`src/rtl/falu_int2fp_sched.sv`:
```
// Integer-to-FP conversion scheduler: round-robin arbitration of two issue lanes,
// a registered operand stage, a combinational converter and a registered result stage.
`timescale 1ns/1ps
module falu_int2fp_sched #(
    parameter int TAG_W = 6
) (
    input  logic             clk,
    input  logic             rst_n,
    input  logic             flush,
    input  logic [2:0]       frm_csr,
    input  logic             req0_valid,
    output logic             req0_ready,
    input  logic [63:0]      req0_operand,
    input  logic [2:0]       req0_rm,
    input  logic             req0_is_double,
    input  logic             req0_is_word,
    input  logic             req0_is_unsigned,
    input  logic [TAG_W-1:0] req0_tag,
    input  logic             req1_valid,
    output logic             req1_ready,
    input  logic [63:0]      req1_operand,
    input  logic [2:0]       req1_rm,
    input  logic             req1_is_double,
    input  logic             req1_is_word,
    input  logic             req1_is_unsigned,
    input  logic [TAG_W-1:0] req1_tag,
    output logic             res_valid,
    input  logic             res_ready,
    output logic [63:0]      res_data,
    output logic [4:0]       res_fflags,
    output logic             res_illegal,
    output logic [TAG_W-1:0] res_tag,
    output logic             res_lane,
    output logic             busy
);

    logic             rr_last;
    logic             s1_valid;
    logic [63:0]      s1_operand;
    logic [2:0]       s1_rm;
    logic             s1_is_double;
    logic             s1_is_word;
    logic             s1_is_unsigned;
    logic [TAG_W-1:0] s1_tag;
    logic             s1_lane;
    logic             s1_illegal;

    logic             s2_valid;
    logic [63:0]      s2_data;
    logic [4:0]       s2_fflags;
    logic             s2_illegal;
    logic [TAG_W-1:0] s2_tag;
    logic             s2_lane;

    logic grant0, grant1, s2_load, s1_free, accept0, accept1, accept;

    logic [63:0]      sel_operand;
    logic [2:0]       sel_rm;
    logic [2:0]       rm_eff;
    logic             sel_is_double, sel_is_word, sel_is_unsigned, sel_illegal;
    logic [TAG_W-1:0] sel_tag;

    // rr_last == 1 means lane 1 was served last, so lane 0 wins the next tie
    always_comb begin
        grant0  = req0_valid & (~req1_valid | rr_last);
        grant1  = req1_valid & (~req0_valid | ~rr_last);
        s2_load = s1_valid & (~s2_valid | res_ready);
        s1_free = ~s1_valid | s2_load;
        accept0 = grant0 & s1_free & ~flush & rst_n;
        accept1 = grant1 & s1_free & ~flush & rst_n;
        accept  = accept0 | accept1;
    end

    assign req0_ready = accept0;
    assign req1_ready = accept1;

    always_comb begin
        sel_operand     = accept1 ? req1_operand     : req0_operand;
        sel_rm          = accept1 ? req1_rm          : req0_rm;
        sel_is_double   = accept1 ? req1_is_double   : req0_is_double;
        sel_is_word     = accept1 ? req1_is_word     : req0_is_word;
        sel_is_unsigned = accept1 ? req1_is_unsigned : req0_is_unsigned;
        sel_tag         = accept1 ? req1_tag         : req0_tag;
        rm_eff          = (sel_rm == 3'b111) ? frm_csr : sel_rm;
        sel_illegal     = rm_eff[2] & (rm_eff[1] | rm_eff[0]);
    end

    always_ff @(posedge clk or negedge rst_n) begin
        if (!rst_n) begin
            rr_last        <= 1'b1;
            s1_valid       <= 1'b0;
            s1_operand     <= '0;
            s1_rm          <= '0;
            s1_is_double   <= 1'b0;
            s1_is_word     <= 1'b0;
            s1_is_unsigned <= 1'b0;
            s1_tag         <= '0;
            s1_lane        <= 1'b0;
            s1_illegal     <= 1'b0;
        end else begin
            if (flush) begin
                s1_valid <= 1'b0;
            end else if (accept) begin
                s1_valid       <= 1'b1;
                s1_operand     <= sel_operand;
                s1_rm          <= sel_illegal ? 3'b001 : rm_eff;
                s1_is_double   <= sel_is_double;
                s1_is_word     <= sel_is_word;
                s1_is_unsigned <= sel_is_unsigned;
                s1_tag         <= sel_tag;
                s1_lane        <= accept1;
                s1_illegal     <= sel_illegal;
            end else if (s2_load) begin
                s1_valid <= 1'b0;
            end
            if (accept) begin
                rr_last <= accept1;
            end
        end
    end

    logic [63:0] src, mag, norm, cvt_data;
    logic        neg, lsb, guard, sticky, round_up, cvt_nx;
    logic [5:0]  msb;
    logic [7:0]  sp_exp;
    logic [10:0] dp_exp;
    logic [30:0] sp_field;
    logic [62:0] dp_field;

    // Normalise the magnitude so its leading one sits at bit 63; zero stays zero
    always_comb begin
        if (s1_is_word) begin
            src = s1_is_unsigned ? {32'b0, s1_operand[31:0]}
                                 : {{32{s1_operand[31]}}, s1_operand[31:0]};
        end else begin
            src = s1_operand;
        end
        neg = ~s1_is_unsigned & src[63];
        mag = neg ? (~src + 64'd1) : src;
        msb = '0;
        for (int i = 0; i < 64; i++) begin
            if (mag[i]) begin
                msb = 6'(i);
            end
        end
        norm   = mag << (6'd63 - msb);
        lsb    = s1_is_double ? norm[11] : norm[40];
        guard  = s1_is_double ? norm[10] : norm[39];
        sticky = s1_is_double ? (|norm[9:0]) : (|norm[38:0]);
        case (s1_rm)
            3'b000:  round_up = guard & (sticky | lsb);
            3'b010:  round_up = neg & (guard | sticky);
            3'b011:  round_up = ~neg & (guard | sticky);
            3'b100:  round_up = guard;
            default: round_up = 1'b0;
        endcase
        sp_exp   = {2'b00, msb} + 8'd127;
        dp_exp   = {5'b00000, msb} + 11'd1023;
        sp_field = {sp_exp, norm[62:40]} + {30'b0, round_up};
        dp_field = {dp_exp, norm[62:11]} + {62'b0, round_up};
        cvt_nx   = guard | sticky;
        if (!norm[63]) begin
            cvt_data = s1_is_double ? 64'h0 : 64'hFFFF_FFFF_0000_0000;
        end else if (s1_is_double) begin
            cvt_data = {neg, dp_field};
        end else begin
            cvt_data = {32'hFFFF_FFFF, neg, sp_field};
        end
    end

    // Result registers only change on a load, which keeps them stable under backpressure
    always_ff @(posedge clk or negedge rst_n) begin
        if (!rst_n) begin
            s2_valid   <= 1'b0;
            s2_data    <= '0;
            s2_fflags  <= '0;
            s2_illegal <= 1'b0;
            s2_tag     <= '0;
            s2_lane    <= 1'b0;
        end else begin
            if (flush) begin
                s2_valid <= 1'b0;
            end else if (s2_load) begin
                s2_valid   <= 1'b1;
                s2_data    <= s1_illegal ? 64'h0 : cvt_data;
                s2_fflags  <= {4'b0000, cvt_nx & ~s1_illegal};
                s2_illegal <= s1_illegal;
                s2_tag     <= s1_tag;
                s2_lane    <= s1_lane;
            end else if (res_ready) begin
                s2_valid <= 1'b0;
            end
        end
    end

    assign res_valid   = s2_valid;
    assign res_data    = s2_data;
    assign res_fflags  = s2_fflags;
    assign res_illegal = s2_illegal;
    assign res_tag     = s2_tag;
    assign res_lane    = s2_lane;
    assign busy        = s1_valid | s2_valid;

endmodule

```
`config.mk`:
```
export PLATFORM = sky130hd
export DESIGN_NAME = falu_int2fp_sched
export DESIGN_NICKNAME = d
export VERILOG_FILES = /design/src/rtl/falu_int2fp_sched.sv
export SDC_FILE = /design/constraint.sdc
export NUM_CORES = 1
export LEC_CHECK = 0
export BUFFER_PORTS_ARGS = -buffer_cell sky130_fd_sc_hd__buf_4
export CORE_MARGIN = 2
export CORE_UTILIZATION = 30
export DETAILED_ROUTE_END_ITERATION = 10
export PLACE_DENSITY = 0.46
export SLEW_MARGIN = 0
export SYNTH_ARGS = -nofsm -noshare
export SYNTH_HDL_FRONTEND = slang
export SYNTH_SLANG_ARGS = --single-unit
```
`constraint.sdc`:
```
create_clock -name clk -period 7.9 [get_ports clk]
set_input_delay 1.185 -clock clk [delete_from_list [all_inputs] [get_ports clk]]
set_output_delay 1.185 -clock clk [all_outputs]
set_load 0.02 [all_outputs]
```
# Yosys cells after proc, flatten, opt, wreduce, memory -nomap -nowiden
# Index checks and enable logic that the tools add are counted.
# op_classes
addsub,6
n_eq_ne,4
shifts,1
n_mux,88
bitwise,34
n_reduce_logical,7
# ops
cell,n
$mux 64,8
$mux 6,62
$add 64x1->64 const B,1
$not 64->64,1
$shl 64x6->64,1
$add 63x1->63,1
$reduce_or 39->1,1
$add 31x1->31,1
$and 1x1->1,15
$mux 1,13
$add 6x10->11 const B,1
$reduce_or 10->1,1
$mux 3,3
$not 1->1,9
$or 1x1->1,9
$add 6x7->8 const B,1
$eq 3x2->1 const B,2
$eq 3x3->1 const B,2
$reduce_bool 3->1,2
$sub 6x6->6 const A,1
$pmux 1 s4,1
$reduce_and 2->1,2
$logic_not 3->1,1
$mux 2,1
# totals
register_bits,154
inputBits,161
output_inout_bits,81
elab_cells,156

# Depth between registers and ports, before layout
# logic_depth
ltp_word,79
mapped_depth,35
mapped_depth_nobuf,30

# Worst setup path after synthesis
# Ideal clock, no wire load.
# synth_path
path_kind,reg2reg
startpoint,reg s1_operand[0]
endpoint,reg s2_data[58] (netlist: res_data[58])
setup_time_ps,76
t_arrival_ps,7568
t_required_ps,7824
path_slack_ps,256
stages_incl_launch_ff,30
n_path_buf,1
synth_period_minus_slack_ps,7644
cell_sequence,dfrtp_1 clkbuf_1 inv_1 ha_1 nor4b_2 nand4_1 nor4_4 a21oi_1 mux2_2 nand3_1 or4_1 a2111o_1 a21oi_4 inv_2 or4_1 a21oi_1 nand3_1 a21oi_2 or2_2 nor3_1 a31o_2 a41o_1 a21oi_1 ha_1 nand4_2 nand4b_1 or3_1 or4b_4 or3_1 o21ai_1
# synth_via
elab_chain_cells,79
word_cells_on_any_way,86
cone_classes,add/sub (4); shift (1); mux (73); bitwise (6); reduce/logical (2)
# synth_lines
item,line,source
start: declaration,39,logic [63:0] s1_operand;
start signal: assignment,105,s1_operand <= sel_operand;
$mux 64,133,"src = s1_is_unsigned ? {32'b0, s1_operand[31:0]}"
$mux 64 (*),132,if (s1_is_word) begin
$not 64->64,139,mag = neg ? (~src + 64'd1) : src;
$add 64x1->64,139,
$mux 64 (*),139,
$mux 1,142,if (mag[i]) begin
$mux 2,142,
$mux 6 (61 in a row),142,
[... 3 more ...],-,
$mux 1,149,sticky = s1_is_double ? (|norm[9:0]) : (|norm[38:0]);
$or 1x1->1 (on tied branches),"152, 153, 151",
$and 1x1->1 (on tied branches),"153, 151, 152",
$pmux 1 s4,150,case (s1_rm)
$add 63x1->63,160,"dp_field = {dp_exp, norm[62:11]} + {62'b0, round_up};"
$mux 64,164,end else if (s1_is_double) begin
$mux 64 (*),162,if (!norm[63]) begin
$mux 64 (*),185,s2_data <= s1_illegal ? 64'h0 : cvt_data;
end signal: assignment,185,
end: declaration,49,logic [63:0] s2_data;
# Every way passes the cells marked *; elsewhere a longest branch is shown, timed or not.
# A chain may end at the register's enable or synchronous reset.

# Worst setup path after layout
# layout_path
startpoint,reg s1_operand[2]
endpoint,reg s2_data[58] (netlist: res_data[58])
# layout_via
elab_chain_cells,78
word_cells_on_any_way,85
cone_classes,add/sub (4); shift (1); mux (72); bitwise (6); reduce/logical (2)
# layout_lines
item,line,source
$mux 64,133,
$mux 64 (*),132,
$not 64->64,139,
$add 64x1->64,139,
$mux 64 (*),139,
$mux 2,142,
$mux 6 (61 in a row),142,
$sub 6x6->6,146,norm = mag << (6'd63 - msb);
[... 2 more ...],-,
$mux 1,149,
$or 1x1->1 (on tied branches),"152, 153, 151",
$and 1x1->1 (on tied branches),"153, 151, 152",
$pmux 1 s4,150,
$add 63x1->63,160,
$mux 64,164,
$mux 64 (*),162,
$mux 64 (*),185,
# Marks and branches as above.

==> parameters.txt <==
Parameter                              Value

Detailed routing
  Number of nets with antenna violations after routing    0
  Mean routed wirelength per cell    27.1 um
  Total Wirelength    around 130,000 um
  DRC    0
  Starting DRT DRC Count    3,038
  Number of vias per cell    slightly below 6
  Initial DRT Pass Iterations    6
  Total via count after detailed routing    around 29k

Finish
  Relative area change from synthesis to final layout    58.0%
  Highest-count cells in the layout ignoring fill and taps    1,236 x buf_4, 315 x nand2_1, 196 x o21ai_0
  Nets    4,054
  Fin util    0.479
  Layout cells sized above 1    0.423
  Most common library cell in the layout ignoring fill and taps    buf_4

Clock network
  Num CTS Buffers    17
  Post-CTS Hold Fix Bufs    0
  Register clock-pin slew on the reported worst setup and hold paths    0.09 ns
  Max clock buf depth    2
  Clock sink count    about 150
  H-Tree Depth    4
  Source-to-sink clock delay at the later pin of the worst-skew pair    about 0.49 ns
  TritonCTS clock tree    done
  Cell chosen for the clock root    clkbuf_16

STA
  Maximum achievable frequency    between 100 and 150 MHz
  Smallest setup slack after layout    -0.0300 ns
  Clock Skew    ~0.027 ns
  Period utilization    1.00
  RSZ-0062 raised after global routing    yes
  Worst hold slack    roughly 0.48 ns
  Period minus WS final    slightly below 8 ns
  Hold violation total from the final report    0
  Transition at the pin with the smallest max-transition slack    approximately 1.1 ns
  Max Transition Viols Final    0
  Endpoints failing setup    3
  Slew margin rel.    0.261

Setup path
  Type of element capturing the critical path    flop
  Worst EP required    8.33 ns
  Critical path's slowest cell    or4b_4
  Arr. time, crit path    around 8.4 ns
  Worst-path fanout max    15
  Critical path class    reg2reg
  Worst stage delay on the critical path    a little under 0.6 ns
  Worst Setup Start Kind    flop

Floorplanning
  Number of cell rows    between 90 and 100
  Initial cell density of the core    0.303
  Overall die area    about 0.071 mm2
  Die height    between 200 and 300 um
  Die extent in x    around 270 um
  Count of pins on the block boundary    roughly 240
  CORE AREA    ~0.07 mm2

Run status
  Failing checks    negative setup slack
  Outcome    complete, but fails checks

Synthesis
  Syn avg cell area    roughly 7.4 um2
  Synthesis Warnings    0
  Sequential-to-total area share from yosys stat    0.185
  Number of enable-type register cells in the synthesized netlist    0
  Synth cell types    126
  Flip-flop cell with the highest count after synthesis    dfrtp_1
  Area of the mapped netlist    0.0208 mm2
  Flip-flop and latch count after synthesis    154
  Gate count of the mapped netlist    between 2k and 3k
  Async set-or-reset flop fraction in the synthesized netlist    1.00

Global route
  Pin count of the biggest net entering global routing    approximately 120
  Vias in the first global route    between 20k and 30k
  First-pass GRT wire length    roughly 190,000 um
  Global-route usage over all layers    0.356
  Remaining global-route overflow    0
  Number of antenna violations at the first check in global routing    4

Job
  Maximum Capacitance Violations    0

Placement
  Final RePlAce weighted congestion    1.05
  Worst setup slack after placement    -1.02 ns
  Number of buffers inserted by port buffering    ~240
  Estimated wirelength of the detail-placed design    roughly 110,000 um

Hold path
  Path class of the lowest-slack min-delay path    reg2reg
cells by family after synthesis:
| logic type | share of synthesized area |
|---|---|
| compound gates | 0.333 |
| xor+xnor | 0.0618 |
| fa+ha+maj | 0.00421 |
| buf+inv | 0.0621 |
| flops | 0.185 |
| mux | 0.0767 |
| other cells | 0.000180 |
| simple gates | 0.277 |
path summary, 6_finish.rpt:
check / from / end / slack (ns) / cells past startpoint
min: res_data[59]$_DFFE_PN0P_ / res_data[59]$_DFFE_PN0P_ / 0.48 / 2
min reg2reg: res_data[59]$_DFFE_PN0P_ / res_data[59]$_DFFE_PN0P_ / 0.48 / 2
max reg2reg: s1_operand[2]$_DFFE_PN0P_ / res_data[58]$_DFFE_PN0P_ / -0.03 / 29
max: s1_operand[2]$_DFFE_PN0P_ / res_data[58]$_DFFE_PN0P_ / -0.03 / 29
min in group asynchronous: rst_n / s1_operand[0]$_DFFE_PN0P_ / 0.61 / 1
max in group asynchronous: rst_n / s1_operand[22]$_DFFE_PN0P_ / 6.19 / 2
routing by layer:
layer	up-vias	GRT usage	routed length (um)
li1	13000	-	-
met1	13900	0.449	53500
met2	1427	0.586	60200
met3	348	0.0508	9010
met4	8	0.192	8130
met5	-	0	106
synth_stat cells, drive strengths merged, types with 63 or more instances:
library cell / instances / area (um2)
o21ai: 237 / 1190
buf: 112 / 718
nand2: 325 / 1220
nor4: 64 / 532
dfrtp: 153 / 3830
clkbuf: 123 / 462
a21oi: 177 / 938
nor3: 144 / 741
mux2i: 119 / 1190
nand3: 82 / 428
xnor2: 93 / 822
nor2: 202 / 766
a211oi: 69 / 561
o211ai: 63 / 488
flip-flops by register name, indices dropped and copies added (netlist names), 3 cells and up:
register,count
res_data,64
res_tag,6
s1_operand,64
s1_rm,3
s1_tag,6
metrics by stage:
step | TNS, ns | instances | instance area [um2]
after floorplan | 0 | 2817 | 20800
after global placement | -41.63 | 4738 | 30400
after detailed placement | -39.67 | 4738 | 30400
after CTS | 0 | 4786 | 31600
after global routing | -2.86 | 4830 | 32900
final | -0.0564 | 4832 | 32900
what timing repair did:
| action | in CTS | in global routing |
|---|---|---|
| setup endpoints to repair | 59 | 55 |
| gates cloned | 0 | 3 |
| pin swaps | 29 | 73 |
| gates resized for setup | 96 | 182 |
| setup buffers | 16 | 41 |
critical path: cells and delay by family, from the launching register on:
kind / cells / cell delay, ns
AND/OR/NAND/NOR: 15 / 4.52
AO/OA/AOI/OAI: 8 / 1.99
buffers and inverters: 5 / 0.79
flip-flops: 1 / 0.39
adder cells (fa/ha/maj): 1 / 0.17
area by class of cell:
class                   instances  area [um2]
well taps                     931        1160
multi-input cells            2399       17000
clock inverters                14         201
flip-flops and latches        154        3850
clock buffers                  18         439
fillers                      6981       35700
repair buffers               1285       10100
inverters                      29         111
diodes                          2        5.00
Power is not shown: default switching activity piles up to over one toggle a cycle in this logic, so the estimate is an artifact.
